`src/rtl/packet_sink_stats.sv`:
```
// Ejection-side sink for one network output port.
// Buffers arriving packets in a small FIFO and drains them at a programmable
// rate to model a slow consumer. For each drained packet it checks the
// destination and accumulates latency statistics through a two-stage
// pipeline. sink_full is the backpressure seen by the network.

package packet_sink_pkg;

    localparam int NET_PORTS  = 16;
    localparam int NET_DEST_W = $clog2(NET_PORTS);

    // Network packet. The sink uses valid, dest, measure and data[23:0];
    // data[23:0] carries the injection timestamp.
    typedef struct packed {
        logic                  valid;
        logic [NET_DEST_W-1:0] dest;
        logic                  measure;
        logic [31:0]           data;
    } packet_t;

endpackage

module packet_sink_stats
    import packet_sink_pkg::*;
#(
    parameter int port_no = 0,
    parameter int PORTS   = 16,
    parameter int DEPTH   = 8     // power of two, at least 2
) (
    input  logic        clk,
    input  logic        rst,
    input  logic [23:0] timestamp,
    input  logic [7:0]  drain_period,
    input  packet_t     pkt_in,
    output logic        sink_full,
    output logic [15:0] rx_count,
    output logic [15:0] meas_count,
    output logic [39:0] lat_sum,
    output logic [23:0] lat_max,
    output logic        misroute_error,
    output logic        overflow_error
);

    localparam int DEST_W = (PORTS > 1) ? $clog2(PORTS) : 1;
    localparam int PTR_W  = $clog2(DEPTH);
    localparam int OCC_W  = PTR_W + 1;

    localparam logic [OCC_W-1:0]  FULL_OCC = OCC_W'(DEPTH);
    localparam logic [OCC_W-1:0]  OCC_ONE  = OCC_W'(1);
    localparam logic [OCC_W-1:0]  OCC_ZERO = OCC_W'(0);
    localparam logic [PTR_W-1:0]  PTR_ONE  = PTR_W'(1);
    localparam logic [DEST_W-1:0] DEST_EXP = DEST_W'(port_no);

    // One FIFO entry: only what the drain side needs.
    typedef struct packed {
        logic [DEST_W-1:0] dest;
        logic              measure;
        logic [23:0]       stamp;
    } entry_t;

    // Saturating accumulate of a zero-extended latency into the 40-bit sum.
    function automatic logic [39:0] sat_add40(input logic [39:0] acc, input logic [23:0] inc);
        logic [40:0] sum;
        sum = {1'b0, acc} + {17'd0, inc};
        if (sum[40]) begin
            sat_add40 = {40{1'b1}};
        end else begin
            sat_add40 = sum[39:0];
        end
    endfunction

    // Storage and pointers
    entry_t            mem_q [DEPTH];
    logic [PTR_W-1:0]  wr_ptr_q, wr_ptr_d;
    logic [PTR_W-1:0]  rd_ptr_q, rd_ptr_d;
    logic [OCC_W-1:0]  occ_q, occ_d;
    logic [7:0]        dcnt_q, dcnt_d;

    // Stage 1 of the statistics pipeline
    logic              s1_vld_q, s1_vld_d;
    logic [23:0]       s1_lat_q, s1_lat_d;
    logic              s1_meas_q, s1_meas_d;
    logic              s1_mis_q, s1_mis_d;

    // Statistics registers
    logic [15:0]       rx_count_q, rx_count_d;
    logic [15:0]       meas_count_q, meas_count_d;
    logic [39:0]       lat_sum_q, lat_sum_d;
    logic [23:0]       lat_max_q, lat_max_d;
    logic              misroute_q, misroute_d;
    logic              overflow_q, overflow_d;

    // Decoded control
    logic              empty_s;
    logic              push_s;
    logic              drop_s;
    logic              pop_s;
    entry_t            wr_entry_s;
    entry_t            head_s;
    logic [23:0]       head_lat_s;
    logic              head_mis_s;

    // Upper data bits carry no meaning for the sink.
    logic              unused_data_s;
    assign unused_data_s = ^pkt_in.data[31:24];

    // Accept/drop/pop decisions, all from pre-edge occupancy.
    always_comb begin
        empty_s   = (occ_q == OCC_ZERO);
        sink_full = (occ_q == FULL_OCC);
        push_s    = pkt_in.valid & ~sink_full;
        drop_s    = pkt_in.valid & sink_full;
        // >= rather than == so a drain_period lowered below dcnt still pops.
        pop_s     = ~empty_s & (dcnt_q >= drain_period);
    end

    // Entry formatting on the write side and latency/route check on the head.
    always_comb begin
        wr_entry_s.dest    = DEST_W'(pkt_in.dest);
        wr_entry_s.measure = pkt_in.measure;
        wr_entry_s.stamp   = pkt_in.data[23:0];
        head_s             = mem_q[rd_ptr_q];
        // Unsigned 24-bit subtraction handles timestamp wrap naturally.
        head_lat_s         = timestamp - head_s.stamp;
        head_mis_s         = (head_s.dest != DEST_EXP);
    end

    // FIFO pointers and occupancy next state.
    always_comb begin
        wr_ptr_d = wr_ptr_q;
        rd_ptr_d = rd_ptr_q;
        occ_d    = occ_q;
        if (push_s) begin
            wr_ptr_d = wr_ptr_q + PTR_ONE;
        end else begin
            wr_ptr_d = wr_ptr_q;
        end
        if (pop_s) begin
            rd_ptr_d = rd_ptr_q + PTR_ONE;
        end else begin
            rd_ptr_d = rd_ptr_q;
        end
        case ({push_s, pop_s})
            2'b10:   occ_d = occ_q + OCC_ONE;
            2'b01:   occ_d = occ_q - OCC_ONE;
            default: occ_d = occ_q;
        endcase
    end

    // Drain pacing: park at drain_period while empty so the first packet
    // after idle pops as soon as it becomes visible.
    always_comb begin
        dcnt_d = dcnt_q;
        if (empty_s) begin
            dcnt_d = drain_period;
        end else if (pop_s) begin
            dcnt_d = 8'd0;
        end else begin
            dcnt_d = dcnt_q + 8'd1;
        end
    end

    // Stage 1 captures the popped entry's latency, measure bit and route check.
    always_comb begin
        s1_vld_d  = pop_s;
        s1_lat_d  = s1_lat_q;
        s1_meas_d = s1_meas_q;
        s1_mis_d  = s1_mis_q;
        if (pop_s) begin
            s1_lat_d  = head_lat_s;
            s1_meas_d = head_s.measure;
            s1_mis_d  = head_mis_s;
        end else begin
            s1_lat_d  = s1_lat_q;
            s1_meas_d = s1_meas_q;
            s1_mis_d  = s1_mis_q;
        end
    end

    // Accept-side counters and sticky overflow flag.
    always_comb begin
        rx_count_d   = rx_count_q;
        meas_count_d = meas_count_q;
        overflow_d   = overflow_q | drop_s;
        if (push_s) begin
            rx_count_d = rx_count_q + 16'd1;
            if (pkt_in.measure) begin
                meas_count_d = meas_count_q + 16'd1;
            end else begin
                meas_count_d = meas_count_q;
            end
        end else begin
            rx_count_d   = rx_count_q;
            meas_count_d = meas_count_q;
        end
    end

    // Stage 2: fold stage-1 results into sum/max; misroute counts even unmeasured.
    always_comb begin
        lat_sum_d  = lat_sum_q;
        lat_max_d  = lat_max_q;
        misroute_d = misroute_q | (s1_vld_q & s1_mis_q);
        if (s1_vld_q && s1_meas_q) begin
            lat_sum_d = sat_add40(lat_sum_q, s1_lat_q);
            if (s1_lat_q > lat_max_q) begin
                lat_max_d = s1_lat_q;
            end else begin
                lat_max_d = lat_max_q;
            end
        end else begin
            lat_sum_d = lat_sum_q;
            lat_max_d = lat_max_q;
        end
    end

    // FIFO storage; contents need no reset because occupancy guards reads.
    always_ff @(posedge clk) begin
        if (push_s) begin
            mem_q[wr_ptr_q] <= wr_entry_s;
        end
    end

    // All control and statistics state, cleared by the asynchronous reset.
    always_ff @(posedge clk or posedge rst) begin
        if (rst) begin
            wr_ptr_q     <= {PTR_W{1'b0}};
            rd_ptr_q     <= {PTR_W{1'b0}};
            occ_q        <= {OCC_W{1'b0}};
            dcnt_q       <= 8'd0;
            s1_vld_q     <= 1'b0;
            s1_lat_q     <= 24'd0;
            s1_meas_q    <= 1'b0;
            s1_mis_q     <= 1'b0;
            rx_count_q   <= 16'd0;
            meas_count_q <= 16'd0;
            lat_sum_q    <= 40'd0;
            lat_max_q    <= 24'd0;
            misroute_q   <= 1'b0;
            overflow_q   <= 1'b0;
        end else begin
            wr_ptr_q     <= wr_ptr_d;
            rd_ptr_q     <= rd_ptr_d;
            occ_q        <= occ_d;
            dcnt_q       <= dcnt_d;
            s1_vld_q     <= s1_vld_d;
            s1_lat_q     <= s1_lat_d;
            s1_meas_q    <= s1_meas_d;
            s1_mis_q     <= s1_mis_d;
            rx_count_q   <= rx_count_d;
            meas_count_q <= meas_count_d;
            lat_sum_q    <= lat_sum_d;
            lat_max_q    <= lat_max_d;
            misroute_q   <= misroute_d;
            overflow_q   <= overflow_d;
        end
    end

    assign rx_count       = rx_count_q;
    assign meas_count     = meas_count_q;
    assign lat_sum        = lat_sum_q;
    assign lat_max        = lat_max_q;
    assign misroute_error = misroute_q;
    assign overflow_error = overflow_q;

endmodule

```
`config.mk`:
```
export PLATFORM = sky130hd
export DESIGN_NAME = packet_sink_stats
export DESIGN_NICKNAME = d
export VERILOG_FILES = /design/src/rtl/packet_sink_stats.sv
export SDC_FILE = /design/constraint.sdc
export NUM_CORES = 1
export LEC_CHECK = 0
export CAP_MARGIN = 20
export CORE_UTILIZATION = 55
export DETAILED_ROUTE_END_ITERATION = 16
export PLACE_DENSITY_LB_ADDON = 0.25
export SLEW_MARGIN = 20
export SYNTH_ARGS = -nofsm -noshare
export SYNTH_HDL_FRONTEND = slang
export SYNTH_SLANG_ARGS = --single-unit
export TNS_END_PERCENT = 20
```
`constraint.sdc`:
```
create_clock -name clk -period 12.9 [get_ports clk]
set_input_delay 3.87 -clock clk [delete_from_list [all_inputs] [get_ports clk]]
set_output_delay 3.87 -clock clk [all_outputs]
set_load 0.01 [all_outputs]
```
* Word-level counts from Yosys, hierarchy flattened
Memories as Yosys holds them, arrays and structs flattened.
Cells that the tools add are included.
** Cells by class
- Bitwise gates (word level) :: 8
- Reduce and logical (&&, ||, !) cells :: 6
- $add $sub $neg :: 9
- Equal/unequal tests :: 3
- $lt $le $gt $ge :: 2
- Muxes and demuxes :: 6
** Operators by type and width (count)
- adder 40 x 24 -> 41 bit :: 1
- two-way mux 40 bit :: 1
- adder 16 x 1 -> 16 bit (second input constant) :: 2
- greater-than comparator 24 bit :: 1
- subtractor 24 bit :: 1
- two-way mux 8 bit :: 2
- adder 8 x 1 -> 8 bit (second input constant) :: 1
- greater-or-equal comparator 8 bit :: 1
- case mux 4 bit (2 select lines) :: 1
- adder 3 x 1 -> 3 bit (second input constant) :: 2
- adder 4 x 1 -> 4 bit (second input constant) :: 1
- bitwise AND 1 bit :: 4
- equality test 4 bit (second input constant) :: 1
- logical NOT 4 bit :: 1
- AND reduction 2 bit :: 2
- nonzero test 4 bit :: 1
- subtractor 4 x 1 -> 4 bit (second input constant) :: 1
- equality test 2 x 1 -> 1 bit (second input constant) :: 1
- equality test 2 bit (second input constant) :: 1
- two-way mux 1 bit :: 2
- inverter 1 bit :: 2
- bitwise OR 1 bit :: 2
- nonzero test 2 bit :: 1
- logical AND 1 bit :: 1
** Word-level totals
- Output and inout port bits :: 99
- RAM bits :: 232
- Input port bits :: 72
- Memories kept :: 1
- Flip-flop bits (word level) :: 143
- Word-level logic and storage cells :: 49
** Memories
- mem_q :: depth 8, width 29, rd ports 1, clocked after Yosys merged registers in 0, write ports 1, line 73 : entry_t mem_q [DEPTH];

* Longest topological paths before layout
Gate-level depths: netlist of the first run.
- Depth after elaboration :: 5
- Gate-level depth with buffers :: 17
- Depth with buffers taken out :: 16

* Worst setup path after synthesis of the first run
Ideal clock, no wire load.
- Path type :: input-to-reg
- From :: in pkt_in[37] in the netlist's numbering
- To :: mem mem_q[0][0] in the netlist's numbering, enable pin
- Data arrival time :: 7264 ps
- Cell stages on the path :: 4
- Setup slack :: 5148 ps
- Required time :: 12412 ps
- Setup time :: 488 ps
- Path through :: nor2b_1 -> clkbuf_1 -> inv_2 -> nor4_1
** Between the ends
- Word-level cells in the longest chain between the ends :: 3
** Ends and longest elaborated chain
- start, declared :: line 34 : input packet_t pkt_in,
- bitwise AND 1 bit :: line 111 : push_s = pkt_in.valid & ~sink_full;
- two-way mux 1 bit :: line 218 : if (push_s) begin
- two-way mux 1 bit (implied by the code) :: line 219 : mem_q[wr_ptr_q] <= wr_entry_s;
- end, declared :: line 73
Every way passes these cells.

* Worst setup path in the final report of the first run
- From :: in drain_period[4]
- To :: reg occ_q[2]
** Between the ends
- Word-level cells in the longest chain between the ends :: 4
- Elaborated cells on any way between the ends :: 6
- Those cells by class :: order compare: 1; eq/ne: 2; mux: 1; bitwise: 1; reduce/logical: 1
** Ends and longest elaborated chain
- start, declared :: line 33 : input logic [7:0] drain_period,
- greater-or-equal comparator 8 bit * :: line 114 : pop_s = ~empty_s & (dcnt_q >= drain_period);
- bitwise AND 1 bit * :: line 114
- named net pop_s :: line 97 : logic pop_s;
- equality test 2 x 1 -> 1 bit / equality test 2 bit (equally long branches) :: line 143 : case ({push_s, pop_s})
- case mux 4 bit (2 select lines) / nonzero test 2 bit (equally long branches)
- end signal, assigned :: line 228 : occ_q <= {OCC_W{1'b0}};
- end, declared :: line 76 : logic [OCC_W-1:0] occ_q, occ_d;
The timed path passes the listed nets; every way through them passes the cells marked *.
A chain may end at the register's enable or synchronous reset.

==> results of run 1 <==
-- sequential cells by signal, summed over array words and instances, names as in the netlist --
register	count
s1_vld_q	1
overflow_error	1
mem_q	232
lat_sum	40
rx_count	16
wr_ptr_q	3
s1_meas_q	1
dcnt_q	8
occ_q	4
meas_count	16
s1_mis_q	1
s1_lat_q	24
misroute_error	1
rd_ptr_q	3
lat_max	24
-- power by group through the flow --
| stage | Clock (uW) | Combinational [uW] | Sequential [uW] |
|---|---|---|---|
| 6_report | 1210 | 2080 | 1760 |
| 2_1_floorplan | 0 | 1460 | 1750 |
| 3_3_place_gp | 0 | 2020 | 1770 |
| 4_1_cts | 1230 | 2090 | 1760 |
| 5_1_grt | 1280 | 2290 | 1800 |
| 3_5_place_dp | 0 | 2070 | 1780 |
-- synth_stat cells, drive strengths merged (2+ instances only) --
cell / number
o31ai: 10
a211o: 2
a41o: 2
nor2: 49
nand4: 25
mux2i: 24
edfxtp: 232
o21bai: 2
or4: 2
a21boi: 3
and2: 7
xor2: 36
dfrtp: 143
nand2b: 13
ha: 87
nand3: 27
and4: 5
nor4: 13
a221oi: 3
o31a: 3
a31oi: 9
nor3: 11
nand2: 130
buf: 9
o21a: 9
o211ai: 4
mux2: 34
inv: 46
nand3b: 3
mux4: 52
a21o: 25
nor2b: 9
or3: 2
a21oi: 55
xnor2: 52
o21ai: 72
and3: 16
o311ai: 2
clkbuf: 31
fa: 2
a211oi: 6
-- logic make-up after synthesis --
group | synth area share, %
xor+xnor | 4.41
fa+ha+maj | 6.45
mux | 10.3
flops | 60.3
buf+inv | 1.92
simple gates | 8.69
compound gates | 7.98
-- per-layer routing --
| layer | routed length, um | vias up | GRT usage [%] |
|---|---|---|---|
| li1 | - | 5189 | - |
| met1 | 15600 | 5499 | 31.0 |
| met2 | 18600 | 349 | 39.6 |
| met3 | 2250 | 67 | 4.00 |
| met4 | 910 | 0 | 7.11 |
| met5 | 0 | - | 0 |
-- critical path, stage by stage --
cell and delay (ns):
sky130_fd_sc_hd__clkdlybuf4s50_1 0.50, sky130_fd_sc_hd__inv_1 0.05, sky130_fd_sc_hd__ha_1 0.29, sky130_fd_sc_hd__o2111ai_1 0.11, sky130_fd_sc_hd__o21ai_0 0.21, sky130_fd_sc_hd__a211oi_1 0.11, sky130_fd_sc_hd__nor2_1 0.51, sky130_fd_sc_hd__nand2b_2 0.62
sky130_fd_sc_hd__inv_1 0.49, sky130_fd_sc_hd__ha_1 0.33, sky130_fd_sc_hd__xor2_1 0.10, sky130_fd_sc_hd__ha_1 0.18, sky130_fd_sc_hd__a21oi_1 0.15, sky130_fd_sc_hd__xor2_1 0.15, sky130_fd_sc_hd__nor2_1 0.06, sky130_fd_sc_hd__xor2_1 0.13
-- final cells by class --
| cell class | count | share of cell area [%] |
|---|---|---|
| inverter | 46 | 0.846 |
| sequential | 375 | 50.2 |
| clock inverter | 29 | 1.83 |
| tap | 396 | 2.36 |
| antenna | 1 | 0.0119 |
| clock buffer | 42 | 4.80 |
| timing repair buffer | 177 | 8.26 |
| multi-input combinational | 819 | 31.7 |
-- per-stage QoR --
step / area, um2 / cells / utilization, % / power [uW]
finish: 21000 / 1885 / 68.0 / 5050
global route: 21000 / 1885 / 68.0 / 5370
CTS: 21000 / 1884 / 68.0 / 5090
detailed placement: 19600 / 1813 / 63.4 / 3850
global placement: 19600 / 1813 / 63.4 / 3790
floorplan: 17500 / 1280 / - / 3200
-- worst max path at each step --
stage,start,end,slack (ns),cells after the start
floorplan,pkt_in[37],mem_q[0][0],5.15,4
global placement,drain_period[4],occ_q[2],4.98,16
detailed placement,drain_period[4],occ_q[2],4.88,16
CTS,drain_period[4],occ_q[2],5.44,16
global route,drain_period[4],occ_q[2],4.97,16
finish,drain_period[4],occ_q[2],5.44,16
==> load_flow_metrics.sql, run 1 <==
INSERT INTO impl_metrics (metric_group, metric, value, unit) VALUES
('route', 'drt-wirelength-per-cell', '19.8', 'um'),
('logic_synthesis', 'synth.cell_area', '17500', 'um2'),
('global_routing', 'globalRouteTotalUtil', '23.4', '%'),
('pwr', 'leakage', '0.00822', 'uW'),
('global_routing', 'first_pass_grt_wire_length', '59.3', 'mm'),
('timing', 'layout_setup_ws', '5.44', 'ns'),
('logic_synthesis', 'synth_area_per_cell', '13.7', 'um2'),
('logic_synthesis', 'synthCells', '1280', ''),
('route', 'detailroute.via_count', '11104', ''),
('timing', 'finalSetupTns', '0', 'ns'),
('logic_synthesis', 'synth.area.top_cells', 'sky130_fd_sc_hd__edfxtp_1 (40%), sky130_fd_sc_hd__dfrtp_1 (20%), sky130_fd_sc_hd__mux4_2 (6.7%), sky130_fd_sc_hd__ha_1 (6.2%), sky130_fd_sc_hd__nand2_1 (2.8%)', ''),
('floorplan', 'die_y', '180', 'um'),
('logic_synthesis', 'syn_nets', '1441', ''),
('min_path', 'whs_path_depth', '1', ''),
('clocking', 'cts-buffers-inserted', '39', ''),
('clocking', 'cts_buffer_depth', '3', ''),
('worst_setup_path', 'cp_max_fo', '51', ''),
('cells_and_area', 'fillCellCount', '2153', ''),
('route', 'routed_wirelength', '37.4', 'mm'),
('timing', 'post-route-min-period', '7.46', 'ns'),
('logic_synthesis', 'yosys.area.top_type_share', '39.8', '%'),
('pwr', 'irDropWorstVdd', '130', 'uV'),
('logic_synthesis', 'number_of_distinct_library_cells_after_synthesis', '70', ''),
('timing', 'final_min_period_over_clock_period', '57.8', '%'),
('global_routing', 'via_count_of_the_first_global_routing_pass', '10982', ''),
('worst_setup_path', 'worst_ep_arrival_time', '7.88', 'ns'),
('min_path', 'whs_endpoint', 'overflow_error', ''),
('route', 'post-route-drc-count', '0', ''),
('pwr', 'power.density_cell_area', '241', 'nW/um2'),
('route', 'drtAntennaViolNets', '0', ''),
('floorplan', 'row_count', '64', ''),
('logic_synthesis', 'dominant_register_cell_in_the_synthesized_netlist', 'sky130_fd_sc_hd__edfxtp_1', ''),
('worst_setup_path', 'worst_flop_to_flop_path_endpoint', 's1_lat_q[23]', ''),
('pwr', 'power.combinational.fraction', '41.1', '%'),
('clocking', 'cts_tree', 'built', ''),
('worst_setup_path', 'reg2reg_slack', '8.14', 'ns'),
('pwr', 'p_sw', '1800', 'uW'),
('cells_and_area', 'finish.net_count', '1619', ''),
('timing', 'fin_skew', '0.0107', 'ns'),
('min_path', 'hold_path.class', 'reg -> reg', ''),
('flow_run', 'maxCapViolations', '0', ''),
('logic_synthesis', 'count_of_flip_flops_with_a_built_in_enable_after_synthesis', '232', ''),
('route', 'first_pass_iters', '6', ''),
('clocking', 'hold_buffers', '0', ''),
('pwr', 'p_seq_share', '34.9', '%'),
('timing', 'timing.final.hold_violations', '0', ''),
('pwr', 'internal_portion_of_total_power', '3260', 'uW'),
('cells_and_area', 'final_cell_mix', 'sky130_fd_sc_hd__edfxtp_1 (232), sky130_fd_sc_hd__clkdlybuf4s50_1 (162), sky130_fd_sc_hd__dfrtp_1 (141)', ''),
('timing', 'slew_viol_final', '0', ''),
('global_routing', 'grt-ovfl-total', '0', ''),
('worst_setup_path', 'worst-r2r-cell-count', '12', ''),
('cells_and_area', 'synth_to_final_area_change', '20.1', '%'),
('worst_setup_path', 'cp_data_required_time', '13.32', 'ns'),
('global_routing', 'grt_max_degree', '78', ''),
('floorplan', 'core_area', '30900', 'um2'),
('worst_setup_path', 'r2r_start', 'rd_ptr_q[0]', ''),
('timing', 'grt_setup_unrepaired', 'no', ''),
('place', 'globalplace.congestion', '0.919', ''),
('floorplan', 'die_area', '32500', 'um2'),
('cells_and_area', 'multi_input_comb_area', '6650', 'um2'),
('logic_synthesis', 'synth_warnings', '0', ''),
('place', 'dp.final_hpwl', '24.5', 'mm'),
('clocking', 'ctsRootBufferMaster', 'sky130_fd_sc_hd__clkbuf_16', ''),
('route', 'initialDrtViolationCount', '797', ''),
('clocking', 'post_cts_buffers', '0', ''),
('timing', 'fmax', '134', 'MHz'),
('clocking', 'ctsHtreeMaxLevel', '2', ''),
('logic_synthesis', 'synthDominantAreaCellType', 'sky130_fd_sc_hd__edfxtp_1', ''),
('pwr', 'clock_power_share', '24.0', '%'),
('run_status', 'run_status', 'finished clean', ''),
('worst_setup_path', 'critical_path.endpoint_type', 'flop', '');
Power figures use the tool's default switching activity.
==> run 2: changes to the inputs <==
Settings changed: CORE_UTILIZATION 55 to 52.
Clock period 12.9 ns to 6.3 ns, I/O delays scaled along.
==> load_flow_metrics.sql, run 2 (synthesized netlist as in run 1, its figures left out) <==
INSERT INTO impl_metrics (metric_group, metric, value, unit) VALUES
('timing', 'post-route-min-period', '4.54', 'ns'),
('route', 'viasPerCell', '5.68', ''),
('worst_setup_path', 'reg2reg_slack', '1.76', 'ns'),
('timing', 'finalSetupTns', '0', 'ns'),
('cells_and_area', 'synth_to_final_area_change', '19.9', '%'),
('timing', 'timing.final.hold_violations', '0', ''),
('flow_run', 'maxCapViolations', '0', ''),
('global_routing', 'grt_max_degree', '69', ''),
('timing', 'setup_viol', '0', ''),
('cells_and_area', 'largest_register_by_flop_count', 'mem_q', ''),
('cells_and_area', 'final_cell_mix', 'sky130_fd_sc_hd__edfxtp_1 (232), sky130_fd_sc_hd__clkdlybuf4s50_1 (162), sky130_fd_sc_hd__dfrtp_1 (141)', ''),
('timing', 'fmax', '220', 'MHz'),
('pwr', 'power', '10100', 'uW'),
('min_path', 'whs_path_depth', '1', ''),
('floorplan', 'io_pins', '171', ''),
('pwr', 'leakage', '0.00817', 'uW'),
('cells_and_area', 'antenna_cells', '0', ''),
('timing', 'max_slew.worst_pin.slew', '1.06', 'ns'),
('min_path', 'whs_endpoint', 'overflow_error', ''),
('floorplan', 'die_w', '185', 'um'),
('route', 'drt-wirelength-per-cell', '19.0', 'um'),
('timing', 'fin_skew', '0.0166', 'ns'),
('worst_setup_path', 'worst_flop_to_flop_path_endpoint', 's1_lat_q[22]', ''),
('floorplan', 'core_area', '32800', 'um2'),
('timing', 'slew_viol_final', '0', ''),
('min_path', 'hold_path.class', 'reg -> reg', ''),
('global_routing', 'first_pass_grt_wire_length', '58.3', 'mm'),
('clocking', 'cts_tree', 'built', ''),
('timing', 'grt_setup_unrepaired', 'no', ''),
('clocking', 'post_cts.resized_instances', '0', ''),
('worst_setup_path', 'timing_worst_setup_path_type', 'reg -> reg', ''),
('worst_setup_path', 'worst_ep_arrival_time', '4.93', 'ns'),
('cells_and_area', 'post_route_cells_drive_above_1_share', '12.7', '%'),
('min_path', 'timing.hold.worst.start', 'overflow_error', ''),
('worst_setup_path', 'cp_data_required_time', '6.69', 'ns'),
('clocking', 'hold_buffers', '0', ''),
('place', 'dp_cells', '1863', ''),
('place', 'place.port_buffers', '162', ''),
('clocking', 'post_cts_buffers', '0', ''),
('cells_and_area', 'finish.net_count', '1623', ''),
('timing', 'final_min_period_over_clock_period', '72.0', '%'),
('route', 'routed_wirelength', '36.8', 'mm'),
('global_routing', 'grt_antenna_before_repair', '0', ''),
('clocking', 'numClockSinks', '375', ''),
('floorplan', 'die_y', '185', 'um'),
('route', 'first_pass_iters', '5', ''),
('global_routing', 'globalRouteTotalUtil', '22.3', '%'),
('pwr', 'irDropWorstVdd', '265', 'uV'),
('clocking', 'clk_transition_reported_paths', '0.06', 'ns'),
('cells_and_area', 'most_common_library_cell_in_the_layout_ignoring_fill_and_taps', 'sky130_fd_sc_hd__edfxtp_1', ''),
('clocking', 'ctsRootBufferMaster', 'sky130_fd_sc_hd__clkbuf_16', ''),
('global_routing', 'grt-ovfl-total', '0', ''),
('place', 'dp.final_hpwl', '24.9', 'mm'),
('worst_setup_path', 'worst-r2r-cell-count', '12', ''),
('clocking', 'cts_buffer_depth', '3', ''),
('timing', 'whs', '0.460', 'ns'),
('route', 'detailroute.via_count', '10967', ''),
('clocking', 'clk_latency', '0.54', 'ns'),
('clocking', 'cts-buffers-inserted', '39', ''),
('timing', 'layout_setup_ws', '1.76', 'ns'),
('floorplan', 'row_count', '66', ''),
('worst_setup_path', 'r2r_start', 'rd_ptr_q[0]', ''),
('cells_and_area', 'instances_no_fill', '1932', ''),
('place', 'post-place-ws', '1.27', 'ns'),
('pwr', 'power.density_cell_area', '482', 'nW/um2'),
('route', 'initialDrtViolationCount', '686', ''),
('route', 'post-route-drc-count', '0', ''),
('floorplan', 'initial_utilization', '53.3', '%'),
('worst_setup_path', 'cp-startpoint', 'rd_ptr_q[0]', ''),
('clocking', 'ctsHtreeMaxLevel', '2', ''),
('worst_setup_path', 'critical_path.endpoint_type', 'flop', ''),
('floorplan', 'die_area', '34400', 'um2'),
('route', 'drtAntennaViolNets', '0', ''),
('cells_and_area', 'largest_reg_flops', '232', ''),
('timing', 'timing.slew.headroom', '29.4', '%'),
('worst_setup_path', 'cp_max_fo', '34', ''),
('place', 'globalplace.congestion', '0.931', ''),
('run_status', 'run_status', 'finished clean', ''),
('global_routing', 'via_count_of_the_first_global_routing_pass', '10769', ''),
('worst_setup_path', 'worstSetupStartpointType', 'flop', '');
run 2: power by group:
part | switching [uW] | internal, uW | leakage (uW) | total [uW]
sequential | 535 | 3170 | 0.00392 | 3700
clock | 922 | 1340 | 0.000614 | 2260
combinational | 2130 | 2000 | 0.00363 | 4130
run 2: how the worst max path moves through the flow:
stage / cells past startpoint / slack (ns) / endpoint
floorplan: 4 / 0.53 / mem_q[0][0]
global placement: 17 / 1.26 / occ_q[2]
detailed placement: 17 / 1.27 / occ_q[2]
CTS: 12 / 1.70 / s1_lat_q[20]
global route: 12 / 1.40 / s1_lat_q[20]
finish: 12 / 1.76 / s1_lat_q[22]
run 2: worst max-delay path, cell delays in order (launching register included):
cell                       delay, ns
sky130_fd_sc_hd__dfrtp_4        0.88
sky130_fd_sc_hd__buf_4          0.51
sky130_fd_sc_hd__mux4_2         0.57
sky130_fd_sc_hd__mux2i_1        0.16
sky130_fd_sc_hd__ha_1           0.29
sky130_fd_sc_hd__o21a_1         0.18
sky130_fd_sc_hd__o31a_1         0.13
sky130_fd_sc_hd__o311ai_0       0.71
sky130_fd_sc_hd__a2111o_1       0.31
sky130_fd_sc_hd__a21oi_1        0.09
sky130_fd_sc_hd__nor3_1         0.28
sky130_fd_sc_hd__xnor2_1        0.19
sky130_fd_sc_hd__o21ai_0        0.10
run 2: routing by layer:
metal | vias up | global-route usage, % | share of wire, %
li1 | 5176 | - | -
met1 | 5421 | 30.0 | 43
met2 | 315 | 37.5 | 49
met3 | 55 | 3.56 | 5.5
met4 | 0 | 5.82 | 1.8
met5 | - | 0 | 0
run 2: layout make-up:
type / instances / area (um2)
Fill cell: 2455 / 11800
Sequential cell: 375 / 10600
Multi-Input combinational cell: 819 / 6650
Timing Repair Buffer: 181 / 1760
Clock buffer: 53 / 1050
Tap cell: 442 / 553
Clock inverter: 16 / 215
Inverter: 46 / 178
run 2: stage by stage:
stage,util (%),area (um2)
finish,63.9,21000
global route,63.9,21000
CTS,63.9,21000
detailed placement,60.1,19700
global placement,60.1,19700
floorplan,-,17500
